==> src/rtl/cpu_pkg.sv <==
// cpu_pkg: definitions shared by fetch, decode and the hazard unit.
//   fetch_state_e  - fetch FSM encoding (RUN / HOLD / HALT, 2 bits)
//   CPU_NOP_INSN   - bubble instruction injected on flush or fault (addi x0,x0,0)
//   CPU_RESET_PC   - default PC loaded on reset
//   fetch_addr_bad - misaligned / out-of-range test for a fetch address
package cpu_pkg;

  typedef enum logic [1:0] {
    ST_RUN  = 2'd0,
    ST_HOLD = 2'd1,
    ST_HALT = 2'd2
  } fetch_state_e;

  localparam logic [31:0] CPU_NOP_INSN = 32'h0000_0013;
  localparam logic [31:0] CPU_RESET_PC = 32'h0000_0000;

  // Legal fetches are word aligned and lie in [0, imem_bytes-4].
  function automatic logic fetch_addr_bad(input logic [31:0] addr,
                                          input logic [31:0] imem_bytes);
    return (addr[1:0] != 2'b00) || (addr > (imem_bytes - 32'd4));
  endfunction

endpackage

==> src/rtl/fetch_unit_pc_reg.sv <==
// pc_reg: program counter and next-PC mux.
//   clk, rst     - clock, async active-high reset (loads RESET_PC)
//   stall        - hold PC
//   redirect     - load redirect_pc (beats stall)
//   redirect_pc  - redirect target
//   halt         - freeze PC unconditionally (fault / HALT)
//   pc           - current fetch address
module pc_reg #(
  parameter logic [31:0] RESET_PC = 32'h0000_0000
) (
  input  logic        clk,
  input  logic        rst,
  input  logic        stall,
  input  logic        redirect,
  input  logic [31:0] redirect_pc,
  input  logic        halt,
  output logic [31:0] pc
);

  always_ff @(posedge clk or posedge rst) begin
    if (rst)
      pc <= RESET_PC;
    else if (!halt) begin
      if (redirect)
        pc <= redirect_pc;
      else if (!stall)
        pc <= pc + 32'd4;  // wraps mod 2^32; a wrapped PC is out of range and faults
    end
  end

endmodule

==> src/rtl/fetch_unit.sv <==
// fetch_unit: instruction fetch stage with IF/ID register.
//   clk, rst          - clock, async active-high reset
//   stall             - hazard hold of PC and IF/ID
//   redirect, redirect_pc - taken branch/jump from downstream
//   pc                - fetch address to instruction memory
//   instruction       - word returned combinationally for pc
//   ifid_pc, ifid_insn, ifid_valid - IF/ID register
//   fault             - sticky bad-fetch flag; block halts until reset
module fetch_unit
  import cpu_pkg::*;
#(
  parameter logic [31:0] RESET_PC   = CPU_RESET_PC,
  parameter int unsigned IMEM_BYTES = 128,
  parameter logic [31:0] NOP_INSN   = CPU_NOP_INSN
) (
  input  logic        clk,
  input  logic        rst,
  input  logic        stall,
  input  logic        redirect,
  input  logic [31:0] redirect_pc,
  output logic [31:0] pc,
  input  logic [31:0] instruction,
  output logic [31:0] ifid_pc,
  output logic [31:0] ifid_insn,
  output logic        ifid_valid,
  output logic        fault
);

  fetch_state_e state_q, state_d;
  logic fault_det, ld_ifid, kill_ifid, set_fault, pc_halt;

  // Checked on the current PC, so a redirect to a bad target is taken
  // first and faults on the following cycle.
  assign fault_det = (state_q != ST_HALT) && fetch_addr_bad(pc, 32'(IMEM_BYTES));
  assign pc_halt   = (state_q == ST_HALT) || fault_det;

  pc_reg #(.RESET_PC(RESET_PC)) u_pc (
    .clk        (clk),
    .rst        (rst),
    .stall      (stall),
    .redirect   (redirect),
    .redirect_pc(redirect_pc),
    .halt       (pc_halt),
    .pc         (pc)
  );

  always_ff @(posedge clk or posedge rst) begin
    if (rst) state_q <= ST_RUN;
    else     state_q <= state_d;
  end

  // Priority: fault > redirect > stall > advance. HALT is absorbing.
  always_comb begin
    state_d   = state_q;
    ld_ifid   = 1'b0;
    kill_ifid = 1'b0;
    set_fault = 1'b0;
    unique case (state_q)
      ST_RUN, ST_HOLD: begin
        if (fault_det) begin
          state_d   = ST_HALT;
          kill_ifid = 1'b1;
          set_fault = 1'b1;
        end else if (redirect) begin
          state_d   = ST_RUN;
          kill_ifid = 1'b1;
        end else if (stall) begin
          state_d   = ST_HOLD;
        end else begin
          state_d   = ST_RUN;
          ld_ifid   = 1'b1;
        end
      end
      ST_HALT: state_d = ST_HALT;
      default: state_d = ST_HALT;  // illegal encoding: park safely
    endcase
  end

  // IF/ID register; ifid_pc is left untouched by a kill since valid=0 marks it stale.
  always_ff @(posedge clk or posedge rst) begin
    if (rst) begin
      ifid_pc    <= 32'd0;
      ifid_insn  <= NOP_INSN;
      ifid_valid <= 1'b0;
      fault      <= 1'b0;
    end else begin
      if (kill_ifid) begin
        ifid_insn  <= NOP_INSN;
        ifid_valid <= 1'b0;
      end else if (ld_ifid) begin
        ifid_pc    <= pc;
        ifid_insn  <= instruction;
        ifid_valid <= 1'b1;
      end
      if (set_fault) fault <= 1'b1;
    end
  end

endmodule

==> config.mk <==
export PLATFORM = sky130hd
export DESIGN_NAME = fetch_unit
export DESIGN_NICKNAME = d
export VERILOG_FILES = /design/src/rtl/cpu_pkg.sv /design/src/rtl/fetch_unit_pc_reg.sv /design/src/rtl/fetch_unit.sv
export SDC_FILE = /design/constraint.sdc
export NUM_CORES = 1
export LEC_CHECK = 0
export CORE_MARGIN = 2
export CORE_UTILIZATION = 30
export CTS_BUF_LIST = sky130_fd_sc_hd__clkbuf_4
export DETAILED_ROUTE_END_ITERATION = 12
export PLACE_DENSITY = 0.66
export SLEW_MARGIN = 20
export SYNTH_ARGS = -nofsm -noshare
export SYNTH_HDL_FRONTEND = slang
export SYNTH_SLANG_ARGS = --single-unit
==> constraint.sdc <==
create_clock -name clk -period 5.85 [get_ports clk]
set_clock_uncertainty 0.15 [all_clocks]
set_input_delay 0.585 -clock clk [delete_from_list [all_inputs] [get_ports clk]]
set_output_delay 0.585 -clock clk [all_outputs]
set_load 0.01 [all_outputs]
After elaboration in Yosys (flattened, before gate mapping)
Cells that the tools add are included.

Logic and storage cells: 42. Bits in registers: 100. Output and inout port bits: 98.

Multiplexer cells: 19. Bitwise logic cells: 2. $lt $le $gt $ge: 1. Reductions and logical operators: 9. Equal/unequal tests: 4. Add/sub/neg operators: 1.

Operators with widths (number): $mux W32 (4); $add A32 B3 Y32 const B (1); $gt A32 B7 Y1 const B (1); $mux W1 (13); $mux W2 (2); $reduce_and A2 Y1 (2); $reduce_bool A2 Y1 (2); $eq A2 B1 Y1 const B (1); $eq A2 B2 Y1 const B (1); $logic_not A2 Y1 (1); $logic_or A1 B1 Y1 (2); $ne A2 B1 Y1 const B (1); $ne A2 B2 Y1 const B (1); $not A1 Y1 (2); $reduce_or A2 Y1 (1); $logic_and A1 B1 Y1 (1).

Depth between registers and ports, before layout
Gate-level depths: netlist (run 1).

Depth in word-level cells: 7. Mapped depth: 6.

Cells and area by module
Synthesis (run 1) repeated with hierarchy kept, for this count alone.

Cell total of the unflattened synthesis: 436. Area, all modules: 4596.9 µm².

Modules (own cells, without submodules): fetch_unit (instances 1, area each 2443.6 µm², cells an instance 171, seq. area each 1705.4 µm²); pc_reg (instances 1, area each 2153.3 µm², cells an instance 265, seq. area each 800.8 µm²).

Worst setup path before layout (run 1)
OpenSTA, ideal clock, no wires.

Path kind: input port to flip-flop. Start: input redirect. End: register ifid_pc[2]. Setup slack: 3.674 ns. Library setup time: 0.125 ns. Cell stages on the path: 5. Arrival time: 1.901 ns. Buffers on the path: 2. Cell sequence: buf_2 -> or3_1 -> nor3_4 -> buf_6 -> mux2_2.

Cells in the longest elaborated chain, start to end: 5. Elaborated cells on any way between the ends: 8. Classes of those cells: mux: 6; bitwise: 1; reduce/logical: 1.

RTL lines: from (decl) (line fetch_unit.sv:19) `input logic redirect,`; $mux W1 (line fetch_unit.sv:64) `end else if (redirect) begin`; $mux W1 (line fetch_unit.sv:60) `if (fault_det) begin`; $mux W1 (line fetch_unit.sv:58) `unique case (state_q)`; $not A1 Y1 (no source line); $reduce_and A2 Y1 (no source line) (*); to (signal assigned) (line fetch_unit.sv:91) `ifid_pc <= pc;`; to (decl) (line fetch_unit.sv:23) `output logic [31:0] ifid_pc,`.

Every way passes the cells marked *; elsewhere a longest branch is shown, timed or not. A chain may end at the register's enable or synchronous reset.

Final worst setup path (run 1)
Start: input redirect. End: register ifid_pc[3].

The elaborated chain is that of the path after synthesis.

==> results_dict.tcl, run 1 <==
set metrics [dict create \
    status "completed" \
    final_max_slew_viol_count 0 \
    fmax_mhz 357 \
    number_of_fill_cells 1168 \
    synth_nets 339 \
    initial_antenna_violation_count 0 \
    min-delay-path-class "in2async" \
    clkSinkCount 100 \
    dr_total_vias 2805 \
    routed_wirelength_um 9600 \
    critPathMaxFanout 62 \
    synth-seq-area-share_pct 66.0 \
    post_cts.repair.setup_buffers 0 \
    setup_total_negative_slack_ps 0 \
    critPathBufInv 2 \
    fin_crit_sh_pct 47.9 \
    hold_buffers 0 \
    syn-instance-count 270 \
    synth.ff_latch_count 100 \
    worst_path_dominant_cell_family "buffers and inverters" \
    die_y_um 117 \
    crit_chain "clkdlybuf4s50_1 > or3_1 > nor3_4 > buf_4 > mux2_2" \
    final_core_utilization_pct 46.3 \
    grt_start_max_net_pins 81 \
    cts_tree "done" \
    cts-buffers-inserted 9 \
    io-pin-count 166 \
    dr.first_iter.drc_count 143 \
    grt_first_pass_wirelength_um 15100 \
    timing_worst_setup_path_type "in2reg" \
    worst_hold_margin_ps 281 \
    required_ps 6030 \
    min_period_ps 2800 \
    max_cap_violations 0 \
    final-seq-area_mm2 0.00251 \
    worst-slew-pin-transition_ps 937 \
    synth.distinct_cells 39 \
    synthToLayoutAreaGrowth_pct 52.0 \
    drtPass1Iterations 4 \
    diodes 0 \
    final_hold_viol_count 0 \
    antenna_nets_post_route 0 \
    timing.critical_path.arrival_ps 2980 \
    post-dp-hpwl_um 6800 \
    synth.yosys.warnings 0 \
    clock_tree.root_cell "sky130_fd_sc_hd__clkbuf_4" \
    floorplan.initialDensity_pct 30.5 \
    total_die_area_mm2 0.0136 \
    die-width_um 117 \
    multiInputGateArea_mm2 0.00119 \
    route.detailed.vias_per_inst 4.60 \
    crit_path_max_incr_delay_ps 720 \
    grt_overflow 0 \
    routability_congestion_estimate 0.700 \
    cts.clk_slew.worst_paths_ps 140 \
    setup_viol 0 \
    slowest_stage "sky130_fd_sc_hd__clkdlybuf4s50_1" \
    timing.critical_path.to_type "register" \
    synth-edff-count 0 \
    worst_slew_margin_rel_pct 37.3 \
    ctsHtreeMaxLevel 3 \
    max-vdd-ir-drop_v 0.000107 \
    worstSetupPathDepth 5 \
    core-area_mm2 0.0125 \
    avgRoutedWirePerCell_um 15.7 \
    synthFlopType "sky130_fd_sc_hd__dfrtp_1" \
    reg2regPathDepth 5 \
    cellPowerDensity_mw_per_mm2 214 \
    groute.usage.overall_pct 14.4 \
    rsz0062_at_grt "false" \
    async_set_or_reset_register_ratio_after_synthesis_pct 100 \
    route.detailed.drc 0 \
    critical_path_source_type "input port" \
    layout-drive-gt1-share_pct 8.90 \
    place.port_buffers 165 \
    synthesis.area_per_instance_um2 14.1 \
    post_cts_gate_resize_count 0 \
    grt_pass1_vias 2934 \
    clock_insertion_delay_worst_skew_ps 430 \
    nets 503 \
    summed_instance_area_of_the_synthesized_netlist_mm2 0.00380 \
    row_count 41 \
    cellLeakagePower_nw 2.70 \
    clk_path_buf_depth 2 \
]
-- area by class of cell --
cell class | count | area share [%]
Multi-Input combinational cell | 149 | 20.6
Tap cell | 172 | 3.73
Clock buffer | 11 | 1.43
Clock inverter | 4 | 1.30
Timing Repair Buffer | 168 | 29.1
Sequential cell | 100 | 43.4
Inverter | 6 | 0.433
-- power breakdown --
part | switching, mW | internal [mW] | total, mW
Combinational | 0.0443 | 0.0737 | 0.118
Sequential | 0.0155 | 0.703 | 0.718
Clock | 0.218 | 0.181 | 0.399
Total | 0.278 | 0.958 | 1.24
-- stage by stage --
stage	power (mW)	instances	cell area [um^2]	setup WS, ps
final	1.24	610	5770	3050
after global routing	1.30	610	5770	2920
after CTS	1.26	610	5770	3030
after detailed placement	0.852	595	5610	2540
after global placement	0.850	595	5610	2590
after floorplan	0.770	270	3800	2500
-- worst paths after layout --
| kind | start | end | slack (ps) |
|---|---|---|---|
| max in group asynchronous | rst | ifid_pc[18] | 4280 |
| min in group clk | ifid_insn[1] | ifid_insn[1] | 320 |
| min | rst | u_pc.pc[17] | 280 |
| max | redirect | ifid_pc[3] | 3050 |
| min reg2reg | ifid_insn[1] | ifid_insn[1] | 320 |
| max reg2reg | u_pc.pc[12] | ifid_pc[3] | 3270 |
-- kinds of logic (layout without fill, tap and decap cells) --
kind of cell	Yosys count	in the layout	share of synthesized area (%)
AOI/OAI and AO/OA	76	76	15.9
muxes	7	7	2.17
buffers and inverters	21	189	2.67
and+or+nand+nor	65	65	13.0
DFF	100	100	66.0
adders and majority gates	1	1	0.329
-- cells in the mapped netlist (2+ instances only) --
cell                        n  area [um^2]
sky130_fd_sc_hd__dfrtp_1   97         2430
sky130_fd_sc_hd__a22o_1    29          254
sky130_fd_sc_hd__nor2b_1   28          175
sky130_fd_sc_hd__a21o_1    25          188
sky130_fd_sc_hd__buf_2     12         60.1
sky130_fd_sc_hd__a21oi_1    6         30.0
sky130_fd_sc_hd__inv_1      6         22.5
sky130_fd_sc_hd__nor4_1     6         37.5
sky130_fd_sc_hd__mux2_2     5         56.3
sky130_fd_sc_hd__nand2_1    4         15.0
sky130_fd_sc_hd__nor2_1     4         15.0
sky130_fd_sc_hd__nor4_4     4         85.1
sky130_fd_sc_hd__o41ai_1    4         35.0
sky130_fd_sc_hd__dfstp_2    3         78.8
sky130_fd_sc_hd__nor3_1     3         15.0
sky130_fd_sc_hd__o21ai_0    3         15.0
sky130_fd_sc_hd__a31oi_1    2         12.5
sky130_fd_sc_hd__clkbuf_1   2         7.51
sky130_fd_sc_hd__nand2b_1   2         12.5
sky130_fd_sc_hd__nand3_1    2         10.0
sky130_fd_sc_hd__nor3_4     2         32.5
sky130_fd_sc_hd__nor4_2     2         25.0
sky130_fd_sc_hd__o21bai_1   2         15.0
sky130_fd_sc_hd__or3_1      2         12.5
-- cell usage in the layout (no fill, tap or decap), drive strengths merged, types with 3 or more instances in the layout --
| cell type | synthesis | final |
|---|---|---|
| nor3 | 5 | 5 |
| nor2 | 4 | 4 |
| nor4 | 12 | 12 |
| buf | 13 | 3 |
| clkdlybuf4s50 | 0 | 165 |
| mux2 | 7 | 7 |
| nor2b | 28 | 28 |
| a21o | 25 | 25 |
| nand3 | 3 | 3 |
| inv | 6 | 6 |
| o41ai | 4 | 4 |
| a21oi | 6 | 6 |
| o21ai | 3 | 3 |
| dfrtp | 97 | 97 |
| a22o | 29 | 29 |
| dfstp | 3 | 3 |
| clkbuf | 2 | 11 |
| nand2 | 4 | 4 |
-- layer usage --
metal	wire length [um]	share of wire (%)	track usage, %	vias to the layer above
li1	-	-	-	1302
met4	136	1.4	4.52	0
met5	0	0	0	-
met2	4600	48	23.3	95
met1	4070	42	18.2	1398
met3	789	8.2	4.98	10
-- worst reg2reg max path, cell delays in order (launching register included) --
cell and delay (ps):
sky130_fd_sc_hd__dfrtp_1 450, sky130_fd_sc_hd__nor4_4 360, sky130_fd_sc_hd__nand4_4 300, sky130_fd_sc_hd__nor3_4 260
sky130_fd_sc_hd__buf_4 530, sky130_fd_sc_hd__mux2_2 430
Note: power is estimated with default switching activity, not from simulation.
==> inputs of run 2 (changes only) <==
==> constraint.sdc (replaced) <==
create_clock -name clk -period 2.8 [get_ports clk]
set_clock_uncertainty 0.15 [all_clocks]
set_input_delay 0.28 -clock clk [delete_from_list [all_inputs] [get_ports clk]]
set_output_delay 0.28 -clock clk [all_outputs]
set_load 0.01 [all_outputs]
==> results_dict.tcl, run 2 (synthesized netlist as in run 1, its figures left out) <==
set metrics [dict create \
    status "completed" \
    route.detailed.drc 0 \
    antenna_nets_post_route 0 \
    cellPowerDensity_mw_per_mm2 453 \
    cts.clk_slew.worst_paths_ps 150 \
    post_cts_gate_resize_count 0 \
    fin_cells 615 \
    total_die_area_mm2 0.0136 \
    slowest_stage "sky130_fd_sc_hd__dfrtp_1" \
    setup_viol 0 \
    global_route.peak_usage_layer "met2" \
    initial_antenna_violation_count 0 \
    route.detailed.vias_per_inst 4.51 \
    clock_insertion_delay_worst_skew_ps 440 \
    cts_tree "done" \
    post_cts.repair.setup_buffers 0 \
    grt_start_max_net_pins 39 \
    final_area_mm2 0.00585 \
    routed_wirelength_um 9660 \
    min_period_ps 2380 \
    number_of_fill_cells 1171 \
    grt_overflow 0 \
    worst_slew_margin_rel_pct 50.2 \
    synthToLayoutAreaGrowth_pct 53.9 \
    core-area_mm2 0.0125 \
    floorplan.initialDensity_pct 30.5 \
    row_count 41 \
    grt_first_pass_wirelength_um 15200 \
    setup_total_negative_slack_ps 0 \
    crit_chain "nor4_4 > nand4_4 > nor3_4 > buf_4 > mux2_1" \
    clkSinkCount 100 \
    die-width_um 117 \
    layout-drive-gt1-share_pct 9.71 \
    cts-buffers-inserted 9 \
    final_hold_viol_count 0 \
    final_max_slew_viol_count 0 \
    timing_worst_setup_path_type "reg2reg" \
    diodes 0 \
    dr_total_vias 2776 \
    timing.critical_path.to_type "register" \
    commonest_cells_after_routing_fill_and_taps_aside "sky130_fd_sc_hd__clkdlybuf4s50_1 (165), sky130_fd_sc_hd__dfrtp_1 (97), sky130_fd_sc_hd__a22o_1 (29)" \
    max-vdd-ir-drop_v 0.000282 \
    die_y_um 117 \
    post-dp-hpwl_um 7070 \
    worst-slew-pin-transition_ps 745 \
    routability_congestion_estimate 0.764 \
    timing.critical_path.arrival_ps 2560 \
    min-delay-path-class "in2async" \
    drtPass1Iterations 4 \
    hold_buffers 0 \
    required_ps 2980 \
    crit_path_max_incr_delay_ps 450 \
    groute.usage.overall_pct 14.7 \
    global_route.usage.met1_pct 18.2 \
    critPathMaxFanout 29 \
    place.port_buffers 165 \
    rsz0062_at_grt "false" \
    critical_path_source_type "register" \
    fmax_mhz 420 \
    fin_crit_sh_pct 85.0 \
    pre_cts_ws_ps 404 \
    clk_path_buf_depth 2 \
    placement.cell_area_mm2 0.00568 \
    avgRoutedWirePerCell_um 15.7 \
    ctsHtreeMaxLevel 3 \
    clock_tree.root_cell "sky130_fd_sc_hd__clkbuf_4" \
    finalPower_mw 2.65 \
    grt_pass1_vias 2902 \
    cellLeakagePower_nw 2.74 \
    max_cap_violations 0 \
    dr.first_iter.drc_count 124 \
    nets 508 \
    grt_use_met3_pct 5.29 \
    finalWorstSetupSlack_ps 421 \
    layout_commonest_cell "sky130_fd_sc_hd__clkdlybuf4s50_1" \
    global_route.usage.met2_pct 24.3 \
    io-pin-count 166 \
    place_inst 600 \
]
## run 2: cell types whose count changed in the layout (fill, tap and decap cells not counted), sizes merged
| cell | before | now |
|---|---|---|
| clkbuf | 11 | 9 |
| bufinv | 2 | 3 |
| inv | 6 | 5 |
| clkinvlp | 2 | 1 |
| clkinv | 0 | 3 |
| buf | 3 | 8 |
## run 2: where the power goes
part / internal, mW / switching (mW) / total [mW]
combinational: 0.160 / 0.0932 / 0.253
sequential: 1.47 / 0.0337 / 1.50
clock: 0.442 / 0.453 / 0.895
total: 2.07 / 0.580 / 2.65
## run 2: layer usage
layer	vias to the layer above	part of all wire, %
met5	-	0
met4	0	0.82
met3	6	8.1
met2	98	49
met1	1355	42
li1	1317	-
## run 2: critical path, delay by kind of cell, from the launching register on
kind / cells / cell delay [ps]
and+or+nand+nor: 3 / 950
DFF: 1 / 450
muxes: 1 / 370
buffers and inverters: 1 / 330
## run 2: worst paths after layout
path / slack, ps / endpoint / cells past startpoint / from
max: 420 / ifid_pc[4] / 5 / u_pc.pc[20]
min: 140 / u_pc.pc[23] / 2 / rst
max reg2reg: 420 / ifid_pc[4] / 5 / u_pc.pc[20]
max in group asynchronous: 1710 / ifid_pc[10] / 3 / rst
min in group clk: 210 / u_pc.pc[7] / 3 / redirect_pc[7]
min reg2reg: 330 / ifid_insn[1] / 2 / ifid_insn[1]
## run 2: cell type report
type	count	area (um^2)	share of cell area (%)
repair buffers	173	1740	29.7
inverters	6	26.3	0.449
well taps	172	215	3.68
clock inverters	6	104	1.78
multi-input cells	149	1190	20.4
flip-flops and latches	100	2510	42.9
clock buffers	9	67.6	1.16
## run 2: metrics by stage
step / util, % / hold slack [ps]
3_3_place_gp: 45.5 / 303
4_1_cts: 46.9 / 122
2_1_floorplan: - / 247
6_report: 46.9 / 139
5_1_grt: 46.9 / 151
3_5_place_dp: 45.5 / 311
==> inputs of run 3 (changes only) <==
==> constraint.sdc (replaced) <==
create_clock -name clk -period 2.2 [get_ports clk]
set_clock_uncertainty 0.15 [all_clocks]
set_input_delay 0.22 -clock clk [delete_from_list [all_inputs] [get_ports clk]]
set_output_delay 0.22 -clock clk [all_outputs]
set_load 0.01 [all_outputs]
==> results_dict.tcl, run 3 (synthesized netlist as in run 1, its figures left out) <==
set metrics [dict create \
    diodes 0 \
    cts-buffers-inserted 9 \
    cellPowerDensity_mw_per_mm2 532 \
    cp_launch_point "u_pc.pc[12]" \
    status "completed" \
    groute.usage.overall_pct 14.4 \
    comb_power_share_pct 10.3 \
    rr_endpoint "ifid_insn[2]" \
    cellLeakagePower_nw 2.79 \
    avgRoutedWirePerCell_um 15.2 \
    core-area_mm2 0.0125 \
    crit-reg2reg-launch "u_pc.pc[12]" \
    power.net_switching_uw 735 \
    seq_power_share_pct 60.4 \
    floorplan.initialDensity_pct 30.5 \
    grt_start_max_net_pins 69 \
    hold_buffers 0 \
    min-delay-path-class "in2async" \
    die-width_um 117 \
    drtPass1Iterations 4 \
    max_cap_violations 0 \
    clock_tree.root_cell "sky130_fd_sc_hd__clkbuf_4" \
    clk_path_buf_depth 2 \
    required_ps 2430 \
    clock_insertion_delay_worst_skew_ps 440 \
    cts_tree "done" \
    rsz0062_at_grt "false" \
    row_count 41 \
    worst_slew_margin_rel_pct 73.2 \
    number_of_fill_cells 1106 \
    post_cts.repair.setup_buffers 0 \
    ctsHtreeMaxLevel 3 \
    routability_congestion_estimate 0.718 \
    initial_antenna_violation_count 0 \
    final-seq-area_mm2 0.00251 \
    antenna_nets_post_route 0 \
    grt_overflow 0 \
    timing.critical_path.to_type "register" \
    clkPwrFrac_pct 29.2 \
    dr.first_iter.drc_count 94 \
    route.detailed.drc 0 \
    clkSinkCount 100 \
    critical_path.endpoint "ifid_insn[2]" \
    timing_worst_setup_path_type "reg2reg" \
    post-dp-hpwl_um 7030 \
    routed_wirelength_um 9570 \
    timing.critical_path.arrival_ps 2310 \
    multiInputGateArea_mm2 0.00120 \
    route.detailed.vias_per_inst 4.47 \
    place.port_buffers 165 \
    final_hold_viol_count 0 \
    finalWorstSetupSlack_ps 121 \
    dr_total_vias 2806 \
    io-pin-count 166 \
    fin_crit_sh_pct 94.5 \
    synthToLayoutAreaGrowth_pct 56.3 \
    die_y_um 117 \
    grt_first_pass_wirelength_um 15000 \
    nets 520 \
    fmax_mhz 481 \
    post_cts_gate_resize_count 0 \
    p_sw_share_pct 23.3 \
    worst-slew-pin-transition_ps 402 \
    layout-drive-gt1-share_pct 12.3 \
    grt_pass1_vias 2946 \
    pre_cts_ws_ps 110 \
    final_max_slew_viol_count 0 \
    setup_viol 0 \
    min_period_ps 2080 \
    reg2regPathDepth 6 \
    critPathMaxFanout 32 \
    setup_total_negative_slack_ps 0 \
    layout_commonest_cell "sky130_fd_sc_hd__clkdlybuf4s50_1" \
    total_die_area_mm2 0.0136 \
    power_report.internal_total_mw 2.43 \
    ff2ff_setup_slack_ps 120 \
    cts.clk_slew.worst_paths_ps 140 \
    commonest_cells_after_routing_fill_and_taps_aside "sky130_fd_sc_hd__clkdlybuf4s50_1 (165), sky130_fd_sc_hd__dfrtp_1 (97), sky130_fd_sc_hd__a22o_1 (29)" \
    critical_path_source_type "register" \
    max-vdd-ir-drop_v 0.000257 \
]
-- run 3: changes by cell type in the layout (fill, tap and decap cells not counted), sizes merged --
cell	delta
clkbuf	+1
buf	+12
clkinv	+1
clkinvlp	+1
bufinv	-2
-- run 3: final cells by class --
cell class | count | share of cell area, %
multi-input combinational | 149 | 20.1
sequential | 100 | 42.2
clock buffer | 10 | 1.26
inverter | 6 | 0.442
timing repair buffer | 185 | 31.4
clock inverter | 6 | 0.927
tap | 172 | 3.62
-- run 3: power groups by stage --
stage	Clock (mW)	Combinational [mW]	Sequential [mW]
after floorplan	0	0.0932	1.95
after global placement	0	0.330	1.94
after detailed placement	0	0.332	1.94
after CTS	0.982	0.334	1.91
after global routing	1.04	0.355	1.92
final	0.924	0.327	1.91
-- run 3: worst max-delay path, stage by stage (launching register included) --
cell,delay (ps)
sky130_fd_sc_hd__dfrtp_1,440
sky130_fd_sc_hd__nor4_4,360
sky130_fd_sc_hd__nand4_4,190
sky130_fd_sc_hd__buf_4,210
sky130_fd_sc_hd__o31ai_4,270
sky130_fd_sc_hd__buf_12,220
sky130_fd_sc_hd__a22o_1,170
-- run 3: layer usage --
metal | vias to the layer above | global-route usage, % | part of all wire [%]
met5 | - | 0 | 0
li1 | 1339 | - | -
met4 | 0 | 4.29 | 1.1
met1 | 1357 | 16.8 | 42
met2 | 98 | 24.9 | 49
met3 | 12 | 5.14 | 7.7
-- run 3: metrics by stage --
step	hold slack (ps)	power (mW)	std cells	instance area (um^2)	utilization, %
final	78.3	3.16	628	5940	47.6
after global routing	80.1	3.32	628	5940	47.6
after CTS	66.4	3.23	628	5930	47.6
after detailed placement	303	2.28	612	5800	46.6
after global placement	301	2.27	612	5800	46.6
after floorplan	187	2.05	270	3800	-
-- run 3: worst min path at each step --
stage / end / slack, ps / cells after the start
finish: u_pc.pc[26] / 80 / 3
CTS: ifid_pc[23] / 70 / 3
global placement: ifid_insn[1] / 300 / 2
global route: u_pc.pc[26] / 80 / 3
detailed placement: ifid_insn[4] / 300 / 2
floorplan: u_pc.pc[1] / 190 / 1
